===== config.mk =====
export PLATFORM = sky130hd
export DESIGN_NAME = shift_reverse_sequencer
export DESIGN_NICKNAME = d
export VERILOG_FILES = /design/src/rtl/shift_reverse_sequencer.sv
export SDC_FILE = /design/constraint.sdc
export NUM_CORES = 1
export LEC_CHECK = 0
export CORE_MARGIN = 10
export CORE_UTILIZATION = 32
export CTS_CLUSTER_DIAMETER = 80
export DETAILED_ROUTE_END_ITERATION = 10
export GPL_TIMING_DRIVEN = 0
export HOLD_SLACK_MARGIN = 0.08
export SLEW_MARGIN = 5
export SYNTH_ARGS = -nofsm -noshare
export SYNTH_HDL_FRONTEND = slang
export SYNTH_SLANG_ARGS = --single-unit

===== constraint.sdc =====
create_clock -name clk -period 3.1 [get_ports clk]
set_input_delay 0.465 -clock clk [delete_from_list [all_inputs] [get_ports clk]]
set_output_delay 0.465 -clock clk [all_outputs]
set_load 0.05 [all_outputs]

===== src/rtl/shift_reverse_sequencer.sv =====
// Multi-cycle shift/rotate/reverse engine: one left-shift-by-1 step plus a bit reverser.
// Right-direction ops run as reverse -> left-shift loop -> reverse.
module shift_reverse_sequencer #(
   parameter int WIDTH = 8,
   parameter int AMT_W = 3
) (
   input  logic             clk,
   input  logic             rst_n,
   input  logic             in_valid,
   output logic             in_ready,
   input  logic [2:0]       in_op,
   input  logic [WIDTH-1:0] in_data,
   input  logic [AMT_W-1:0] in_amt,
   output logic             out_valid,
   input  logic             out_ready,
   output logic [WIDTH-1:0] out_data,
   output logic             out_err,
   output logic             busy
);

   typedef enum logic [2:0] {
      IDLE  = 3'd0,
      PRE   = 3'd1,
      SHIFT = 3'd2,
      POST  = 3'd3,
      DONE  = 3'd4
   } state_t;

   localparam logic [2:0] OP_SLL = 3'd0;
   localparam logic [2:0] OP_SRL = 3'd1;
   localparam logic [2:0] OP_SRA = 3'd2;
   localparam logic [2:0] OP_ROL = 3'd3;
   localparam logic [2:0] OP_ROR = 3'd4;
   localparam logic [2:0] OP_REV = 3'd5;

   state_t           state_reg;
   logic [WIDTH-1:0] acc_reg;
   logic [AMT_W-1:0] cnt_reg;
   logic [2:0]       op_reg;
   logic             sign_reg;
   logic             err_reg;

   logic             in_ready_reg;
   logic             out_valid_reg;
   logic [WIDTH-1:0] out_data_reg;
   logic             out_err_reg;
   logic             busy_reg;

   logic [WIDTH-1:0] acc_rev;
   logic             fill;
   logic             is_right;

   // Pure wiring: bit i of the accumulator lands on bit WIDTH-1-i.
   generate
      for (genvar gi = 0; gi < WIDTH; gi++) begin : g_rev
         assign acc_rev[gi] = acc_reg[WIDTH-1-gi];
      end
   endgenerate

   // In the reversed domain a right rotate is a left rotate, so ROR also recirculates the MSB.
   always_comb begin
      fill = 1'b0;
      case (op_reg)
         OP_SRA:         fill = sign_reg;
         OP_ROL, OP_ROR: fill = acc_reg[WIDTH-1];
         default:        fill = 1'b0;
      endcase
   end

   assign is_right = (op_reg == OP_SRL) || (op_reg == OP_SRA) || (op_reg == OP_ROR);

   always_ff @(posedge clk or negedge rst_n) begin
      if (!rst_n) begin
         state_reg     <= IDLE;
         acc_reg       <= '0;
         cnt_reg       <= '0;
         op_reg        <= '0;
         sign_reg      <= 1'b0;
         err_reg       <= 1'b0;
         in_ready_reg  <= 1'b1;
         out_valid_reg <= 1'b0;
         out_data_reg  <= '0;
         out_err_reg   <= 1'b0;
         busy_reg      <= 1'b0;
      end else begin
         case (state_reg)
            IDLE: begin
               if (in_valid) begin
                  acc_reg      <= in_data;
                  cnt_reg      <= in_amt;
                  op_reg       <= in_op;
                  sign_reg     <= in_data[WIDTH-1];
                  err_reg      <= (in_op > OP_REV);
                  in_ready_reg <= 1'b0;
                  busy_reg     <= 1'b1;
                  case (in_op)
                     OP_SLL, OP_ROL:                 state_reg <= SHIFT;
                     OP_SRL, OP_SRA, OP_ROR, OP_REV: state_reg <= PRE;
                     default:                        state_reg <= DONE;
                  endcase
               end
            end
            PRE: begin
               acc_reg   <= acc_rev;
               state_reg <= (op_reg == OP_REV) ? DONE : SHIFT;
            end
            SHIFT: begin
               if (cnt_reg == '0) begin
                  state_reg <= is_right ? POST : DONE;
               end else begin
                  acc_reg <= {acc_reg[WIDTH-2:0], fill};
                  cnt_reg <= cnt_reg - 1'b1;
               end
            end
            POST: begin
               acc_reg   <= acc_rev;
               state_reg <= DONE;
            end
            DONE: begin
               // First DONE cycle presents the result; it then holds until the consumer takes it.
               if (!out_valid_reg) begin
                  out_valid_reg <= 1'b1;
                  out_data_reg  <= acc_reg;
                  out_err_reg   <= err_reg;
               end else if (out_ready) begin
                  out_valid_reg <= 1'b0;
                  out_data_reg  <= '0;
                  out_err_reg   <= 1'b0;
                  in_ready_reg  <= 1'b1;
                  busy_reg      <= 1'b0;
                  state_reg     <= IDLE;
               end
            end
            default: begin
               state_reg     <= IDLE;
               in_ready_reg  <= 1'b1;
               out_valid_reg <= 1'b0;
               out_data_reg  <= '0;
               out_err_reg   <= 1'b0;
               busy_reg      <= 1'b0;
            end
         endcase
      end
   end

   assign in_ready  = in_ready_reg;
   assign out_valid = out_valid_reg;
   assign out_data  = out_data_reg;
   assign out_err   = out_err_reg;
   assign busy      = busy_reg;

endmodule


# ---- Yosys cells after proc, flatten, opt, wreduce, memory -nomap -nowiden
# Index checks and enable logic that the tools add are counted.
dict set report classes {
  n_addsub 1
  eq_ne 20
  n_lt_le_gt_ge 1
  n_mux 31
  bitwise_logic 2
  reduce_logical 19
}
# cell count
set op_table {}
lappend op_table {{2-to-1 mux 8 bit} 4}
lappend op_table {{2-to-1 mux 3 bit} 8}
lappend op_table {{case mux 8 bit (3 select lines)} 1}
lappend op_table {{== test 3 x 2 -> 1 bit (second input constant)} 6}
lappend op_table {{case mux 8 bit (2 select lines)} 1}
lappend op_table {{== test 3 bit (second input constant)} 5}
lappend op_table {{case mux 3 bit (5 select lines)} 1}
lappend op_table {{case mux 3 bit (2 select lines)} 2}
lappend op_table {{!= test 2 bit (second input constant)} 5}
lappend op_table {{== test 3 x 1 -> 1 bit (second input constant)} 3}
lappend op_table {{logical NOT 3 bit} 3}
lappend op_table {{2-to-1 mux 1 bit} 9}
lappend op_table {{AND reduction 4 bit} 2}
lappend op_table {{OR reduction 4 bit} 2}
lappend op_table {{case mux 1 bit (2 select lines)} 3}
lappend op_table {{case mux 1 bit (3 select lines)} 2}
lappend op_table {{AND reduction 3 bit} 2}
lappend op_table {{OR reduction 2 bit} 3}
lappend op_table {{AND reduction 2 bit} 2}
lappend op_table {{greater-than comparator 3 bit (second input constant)} 1}
lappend op_table {{!= test 3 bit (second input constant)} 1}
lappend op_table {{nonzero test 3 bit} 1}
lappend op_table {{OR reduction 3 bit} 1}
lappend op_table {{subtractor 3 x 1 -> 3 bit (second input constant)} 1}
lappend op_table {{3 further kinds} 5}
dict set report word_totals {
  reg_bits 31
  word_cells 85
  output_inout_bits 12
  inputBits 18
}

# ---- Depth between registers and ports, before layout
# Gate-level depths: netlist (run 1).
dict set report depth {
  depth_word 6
  ltp_mapped 8
  mapped_depth_nobuf 7
}

# ---- Least setup slack after synthesis (run 1)
# Ideal clock, no wire load.
dict set report synth_timing {
  path_type {register to register}
  start {reg cnt_reg[0]}
  end {reg cnt_reg[1]}
  path_buffers 0
  stages_incl_launch_ff 8
  slack_ps 1432
  required_ps 2972
  setup_time_ps 128
  arrival_time_ps 1541
  period_less_slack_ps 1668
  cell_sequence {dfrtp_1 -> inv_1 -> ha_1 -> ha_1 -> nor2b_1 -> o31ai_4 -> nor2_1 -> mux2_1}
}
dict set report synth_via {
  elab_chain_len 3
  word_cells_on_any_way 6
  cone_classes {add/sub (1); eq/ne (1); mux (2); reduce/logical (2)}
}
# item line_no
set synth_lines {}
lappend synth_lines {{start: declaration} 38} ;# logic [AMT_W-1:0] cnt_reg;
lappend synth_lines {{start signal: assignment} 90} ;# cnt_reg <= in_amt;
lappend synth_lines {{start signal: assignment} 112} ;# cnt_reg <= cnt_reg - 1'b1;
lappend synth_lines {{subtractor 3 x 1 -> 3 bit or logical NOT 3 bit (tied branches)} {112, 108}}
lappend synth_lines {{2-to-1 mux 3 bit or != test 2 bit (tied branches)} n/a}
lappend synth_lines {{case mux 3 bit (2 select lines) or AND reduction 3 bit (tied branches)} n/a}
# Parallel ways exist; a longest one is shown, timed or not. The select of a mux whose other input is x is not followed.
# A chain may end at the register's enable or synchronous reset.

# ---- Worst setup path after layout (run 1)
dict set report layout_timing {
  start {reg in_ready_reg (netlist: in_ready)}
  end {out in_ready}
}
# item line_no
set layout_lines {}
lappend layout_lines {{start: declaration} 43} ;# logic in_ready_reg;
lappend layout_lines {{start signal: assignment} 80} ;# in_ready_reg <= 1'b1;
lappend layout_lines {{start signal: assignment} 94} ;# in_ready_reg <= 1'b0;
lappend layout_lines {{start signal: assignment} 129} ;# in_ready_reg <= 1'b1;
lappend layout_lines {{end: declaration} 10} ;# output logic in_ready,
# No word-level cell between the ends.

==> impl_metrics.csv, run 1 <==
group,metric,value,unit
die,die_width,91.46,um
sta,setup-violations-final,0,
die,die_h,91.46,um
placed_design,placement.io_buffers,29,
hold_path,timing.hold.worst.class,"input port to async pin",
drt,final_antenna_net_count,0,
placed_design,dp_hpwl,2813,um
drt,vias_per_cell,4.958,
grt,vias_in_the_first_global_route,1303,
setup_path,worstPathMaxFanout,3,
synthesis,synth_sequential_area_ratio,0.4755,
cells_and_area,fillerInstances,488,
cells_and_area,layout.cells.most_common,"dfrtp_1",
clocking,clk-insertion-delay-late,290,ps
power_and_ir_drop,irDropWorstVdd,0.4301,mV
synthesis,number_of_enable_flip_flop_cells_after_synthesis,0,
sta,period_minus_slack,2096,ps
clocking,cts_htree_levels,2,
synthesis,post_synth_instance_area,1634,sq um
cells_and_area,nets,213,
setup_path,critical_path_required,2630,ps
clocking,clock_path_buffers,2,
cells_and_area,area.sequential,777.0,sq um
drt,finalWirelength,3794,um
clocking,postCtsSetupBuffers,0,
setup_path,cpMaxStageDelayCell,"clkdlybuf4s50_1",
clocking,cts.repair.resized,0,
clocking,numClockSinks,31,
cells_and_area,num_antenna_cells,0,
die,initial_core_util,0.3370,
sta,drv_slew,0,
synthesis,yosys_most_used_dff,"dfrtp_1",
drt,vias,1294,
synthesis,async_reset_ff_frac,1.000,
setup_path,worst_setup_path_end_kind,"output pin",
synthesis,synth_seq_cells,31,
placed_design,place_congestion,0.7990,
die,fp.coreArea,4848,sq um
synthesis,synth.lib_cells_used.distinct,39,
power_and_ir_drop,report.power.total,0.002375,W
sta,final_hold_viol_count,0,
grt,global_route_wire_length_before_repair,6375,um
die,floorplan.die_area,8365,sq um
cells_and_area,multi_input_area,774.5,sq um
cells_and_area,drive_gt1_frac,0.1443,
die,num_rows,25,
die,boundaryPins,30,
setup_path,crit_path_max_incr_delay,800,ps
cells_and_area,areaGrowthSynthToFinish,29.79,%
grt,grt-ovfl-total,0,
clocking,hold_buffers,0,
clocking,tritoncts_clock_tree,"built",
status,status,"complete, no violations",
setup_path,cp.buffers_inverters,1,
drt,initialDrtViolationCount,88,
cells_and_area,layout.cells.most_common_list,"30 x dfrtp_1, 28 x clkdlybuf4s50_1, 15 x nand2_1",
sta,achievable-frequency,477.0,MHz
clocking,clk_transition_reported_paths,70,ps
job,drv.max_cap_violation_count,0,
sta,rsz0062_at_grt,"no",
clocking,numCtsBuffers,5,
synthesis,postSynthAreaPerCell,10.41,sq um
drt,detail_route.drc_violations,0,
setup_path,path_class,"register to output pin",
synthesis,synth.net_count,177,
setup_path,worstSetupStartpointType,"register",
synthesis,yosys_warnings,0,
clocking,clock_tree.root_cell,"clkbuf_8",
grt,antenna_found_initial,0,
sta,timing.slew.headroom,0.5305,
drt,routed_wire_length_per_instance,14.54,um
setup_path,cp_data_arrival_time,1630,ps
sta,setup_tns,0,ps
sta,worst_clock_skew,8.131,ps
grt,globalRouteTotalUtil,0.09269,
sta,period_share,0.6762,
setup_path,ff2ff_setup_slack,1250,ps
power_and_ir_drop,power.leakage,0.9071,nW
synthesis,synthCells,157,
drt,drtPass1Iterations,4,
sta,worst-slew-pin-transition,704.2,ps
grt,maximum_number_of_pins_on_one_net_before_global_route_repair,32,
setup_path,kind_of_cell_with_the_highest_combined_delay_on_the_critical_path,"buffers and inverters",
setup_path,worstPathCellList,"clkdlybuf4s50_1",
power_and_ir_drop,cellPowerDensity,1120,nW/um^2
[metal layers]
layer	vias to the layer above	GRT usage	routed length (um)
met1	611	0.1235	1939
met5	-	0	0
met2	28	0.1351	1634
met4	0	0.03133	62
met3	7	0.03210	157
li1	648	-	-
[cell type report]
type,count,area share
sequential,31,0.3664
multi-input combinational,110,0.3652
timing repair buffer,29,0.1345
tap,67,0.03953
clock buffer,6,0.03894
buffer,8,0.02478
clock inverter,2,0.01652
inverter,8,0.01416
[metrics by stage]
step,hold slack (ps),area [sq um],cells,setup WS (ps),utilization
2_1_floorplan,169.4,1634,157,1432,-
3_3_place_gp,457.5,2008,253,911.6,0.4142
3_5_place_dp,468.8,2003,253,951.9,0.4132
4_1_cts,250.5,2121,261,978.7,0.4374
5_1_grt,266.3,2121,261,960.6,0.4374
6_report,220.1,2121,261,1004,0.4374
[report_power, final]
group | internal (W) | switching, W | leakage, nW
Sequential | 0.000596 | 0.000149 | 0.386
Combinational | 0.000509 | 0.000706 | 0.460
Clock | 0.000260 | 0.000155 | 0.0612
[cell usage after synthesis, types with 2 or more instances]
cell type | count | area, sq um
dfrtp_1 | 30 | 750.7
nand2_1 | 15 | 56.30
a21oi_1 | 14 | 70.07
o21ai_0 | 14 | 70.07
a22o_1 | 11 | 96.34
nor2_1 | 9 | 33.78
inv_1 | 8 | 30.03
mux2_2 | 6 | 67.56
nand3b_1 | 4 | 30.03
a22oi_1 | 3 | 22.52
buf_2 | 3 | 15.01
nor2b_1 | 3 | 18.77
a2bb2oi_1 | 2 | 17.52
and3_1 | 2 | 12.51
buf_6 | 2 | 22.52
clkbuf_1 | 2 | 7.510
ha_1 | 2 | 25.02
mux2_1 | 2 | 22.52
mux2i_1 | 2 | 20.02
nor3_1 | 2 | 10.01
nor3b_2 | 2 | 25.02
xnor2_1 | 2 | 17.52
[final timing paths]
check | to | start | cells after the start
min reg2reg | in_ready | in_ready | 2
max reg2reg | cnt_reg[1] | cnt_reg[0] | 7
max | in_ready | in_ready | 1
max in group asynchronous | state_reg[0] | rst_n | 1
min | acc_reg[5] | rst_n | 1
min in group clk | in_ready | in_ready | 2
[kinds of logic (layout without fill, tap and decap cells)]
| family | count (synthesis) | after routing | synth area share |
|---|---|---|---|
| fa+ha+maj | 2 | 2 | 0.01531 |
| mux | 10 | 10 | 0.06738 |
| xor+xnor | 3 | 3 | 0.01608 |
| buf+inv | 16 | 53 | 0.05054 |
| flops | 31 | 31 | 0.4755 |
| simple gates | 42 | 42 | 0.1378 |
| compound gates | 53 | 53 | 0.2374 |
Note: power is estimated with default switching activity, not from simulation.
==> inputs of run 2 (changes only) <==
clock period = 1.9 ns   (was 3.1 ns; I/O delays follow)
==> impl_metrics.csv, run 2 (synthesis results as in run 1) <==
group,metric,value,unit
placed_design,placement.io_buffers,29,
power_and_ir_drop,cellPowerDensity,1823,nW/um^2
cells_and_area,layout.cells.most_common,"dfrtp_1",
placed_design,dp_hpwl,2813,um
power_and_ir_drop,pwr-share-seq,0.309,
die,die_width,91.46,um
setup_path,path_class,"register to register",
die,boundaryPins,30,
setup_path,kind_of_cell_with_the_highest_combined_delay_on_the_critical_path,"compound AO/OA/AOI/OAI gates",
power_and_ir_drop,part_of_the_power_in_combinational_logic,0.520,
clocking,tritoncts_clock_tree,"built",
cells_and_area,num_antenna_cells,0,
setup_path,worstSetupStartpointType,"register",
setup_path,worstPathMaxFanout,6,
setup_path,cpMaxStageDelayCell,"o31ai_4",
power_and_ir_drop,power.leakage,0.9314,nW
clocking,clk-insertion-delay-late,290,ps
grt,global_route_wire_length_before_repair,6382,um
sta,achievable-frequency,543.1,MHz
clocking,clock_tree.root_cell,"clkbuf_8",
setup_path,cp_data_arrival_time,2020,ps
cells_and_area,layout.cells.most_common_list,"30 x dfrtp_1, 27 x clkdlybuf4s50_1, 15 x nand2_1",
clocking,numClockSinks,31,
sta,rsz0062_at_grt,"no",
drt,routed_wire_length_per_instance,14.33,um
sta,final_hold_viol_count,0,
drt,finalWirelength,3811,um
setup_path,ff2ff_setup_slack,60,ps
setup_path,worst_setup_path_end_kind,"register",
sta,period_minus_slack,1841,ps
setup_path,cp_num_cells,7,
clocking,cts_htree_levels,2,
sta,worst_clock_skew,7.459,ps
die,fp.coreArea,4848,sq um
drt,drtPass1Iterations,4,
cells_and_area,areaGrowthSynthToFinish,32.47,%
clocking,clk_transition_reported_paths,70,ps
grt,globalRouteTotalUtil,0.09269,
grt,antenna_found_initial,0,
clocking,numCtsBuffers,5,
power_and_ir_drop,irDropWorstVdd,0.7016,mV
die,num_rows,25,
die,die_h,91.46,um
setup_path,number_of_cells_traversed_by_the_worst_register_to_register_path,7,
die,floorplan.die_area,8365,sq um
cells_and_area,drive_gt1_frac,0.1759,
clocking,clock_path_buffers,2,
power_and_ir_drop,clkPwrFrac,0.172,
setup_path,critical_path_required,2080,ps
drt,detail_route.drc_violations,0,
sta,setup_tns,0,ps
grt,grt-ovfl-total,0,
setup_path,crit_path_max_incr_delay,400,ps
grt,vias_in_the_first_global_route,1306,
drt,final_antenna_net_count,0,
drt,vias,1322,
sta,period_share,0.9690,
drt,vias_per_cell,4.970,
sta,drv_slew,0,
sta,setup-violations-final,0,
hold_path,hold_depth,2,
drt,initialDrtViolationCount,110,
setup_path,worstPathCellList,"inv_2, ha_1, ha_2, nor2b_1, o31ai_4, buf_4, mux2_2",
hold_path,timing.hold.worst.class,"register to register",
cells_and_area,layout.core_utilization,0.4465,
die,initial_core_util,0.3370,
sta,worst-slew-pin-transition,705.0,ps
setup_path,cp.buffers_inverters,2,
power_and_ir_drop,report.power.total,0.003947,W
cells_and_area,fillerInstances,480,
grt,maximum_number_of_pins_on_one_net_before_global_route_repair,32,
cells_and_area,nets,218,
placed_design,place_congestion,0.7990,
power_and_ir_drop,net-switching-power,0.001664,W
status,status,"complete, no violations",
power_and_ir_drop,p_int,0.002283,W
job,drv.max_cap_violation_count,0,
power_and_ir_drop,power.switching_fraction,0.4216,
sta,timing.slew.headroom,0.5300,
==> run 2: cell types whose count changed in the layout (fill, tap and decap cells not counted), sizes merged <==
cell / previous run / this run
clkdlybuf4s50: 28 / 27
dlygate4sd2: 0 / 1
dlygate4sd3: 0 / 1
buf: 7 / 11
==> run 2: worst register-to-register path, cell delays in order, from the launching register on <==
cell,delay [ps]
dfrtp_1,380
inv_2,60
ha_1,150
ha_2,180
nor2b_1,60
o31ai_4,400
buf_4,190
mux2_2,320
==> run 2: layout make-up <==
class | instances | area (sq um) | share of cell area
inverters | 8 | 30.03 | 0.01387
plain buffers | 8 | 52.55 | 0.02428
clock buffers | 6 | 82.58 | 0.03815
multi-input cells | 110 | 779.5 | 0.3601
clock inverters | 2 | 35.03 | 0.01618
repair buffers | 34 | 324.1 | 0.1497
flip-flops and latches | 31 | 777.0 | 0.3590
well taps | 67 | 83.83 | 0.03873
==> run 2: metal layers <==
layer / track usage / share of wire / vias to the layer above
met3: 0.03292 / 0.053 / 7
met4: 0.03133 / 0.015 / 0
met2: 0.1351 / 0.43 / 39
met1: 0.1230 / 0.50 / 618
met5: 0 / 0 / -
li1: - / - / 658
==> run 2: power by group through the flow <==
stage / sequential [W] / combinational, W / clock, W
2_1_floorplan: 0.00154 / 0.00112 / 0
3_3_place_gp: 0.00122 / 0.00198 / 0
3_5_place_dp: 0.00123 / 0.00200 / 0
4_1_cts: 0.00122 / 0.00200 / 0.000693
5_1_grt: 0.00127 / 0.00226 / 0.000723
6_report: 0.00122 / 0.00205 / 0.000677
==> run 2: path summary, 6_finish.rpt <==
kind / from / endpoint
max: cnt_reg[0] / acc_reg[3]
min: in_ready / in_ready
max reg2reg: cnt_reg[0] / acc_reg[3]
min reg2reg: in_ready / in_ready
max in group asynchronous: rst_n / cnt_reg[2]
min in group asynchronous: rst_n / out_valid
==> run 2: what timing repair did <==
item	CTS	global route
hold buffers	1	0
pin swaps	0	2
setup endpoints to repair	1	4
endpoints found under the hold margin	24	0
resized for setup	1	3
setup buffers	0	4
==> run 2: stage by stage <==
stage               instances  setup slack (ps)  instance area (sq um)  hold WS (ps)
floorplan                 157             231.6                   1634        -10.59
global placement          253            -108.4                   2008         457.5
detailed placement        253            -68.09                   2003         383.6
CTS                       262             29.66                   2130         477.5
global route              266             2.194                   2165         507.7
finish                    266             58.85                   2165         474.0
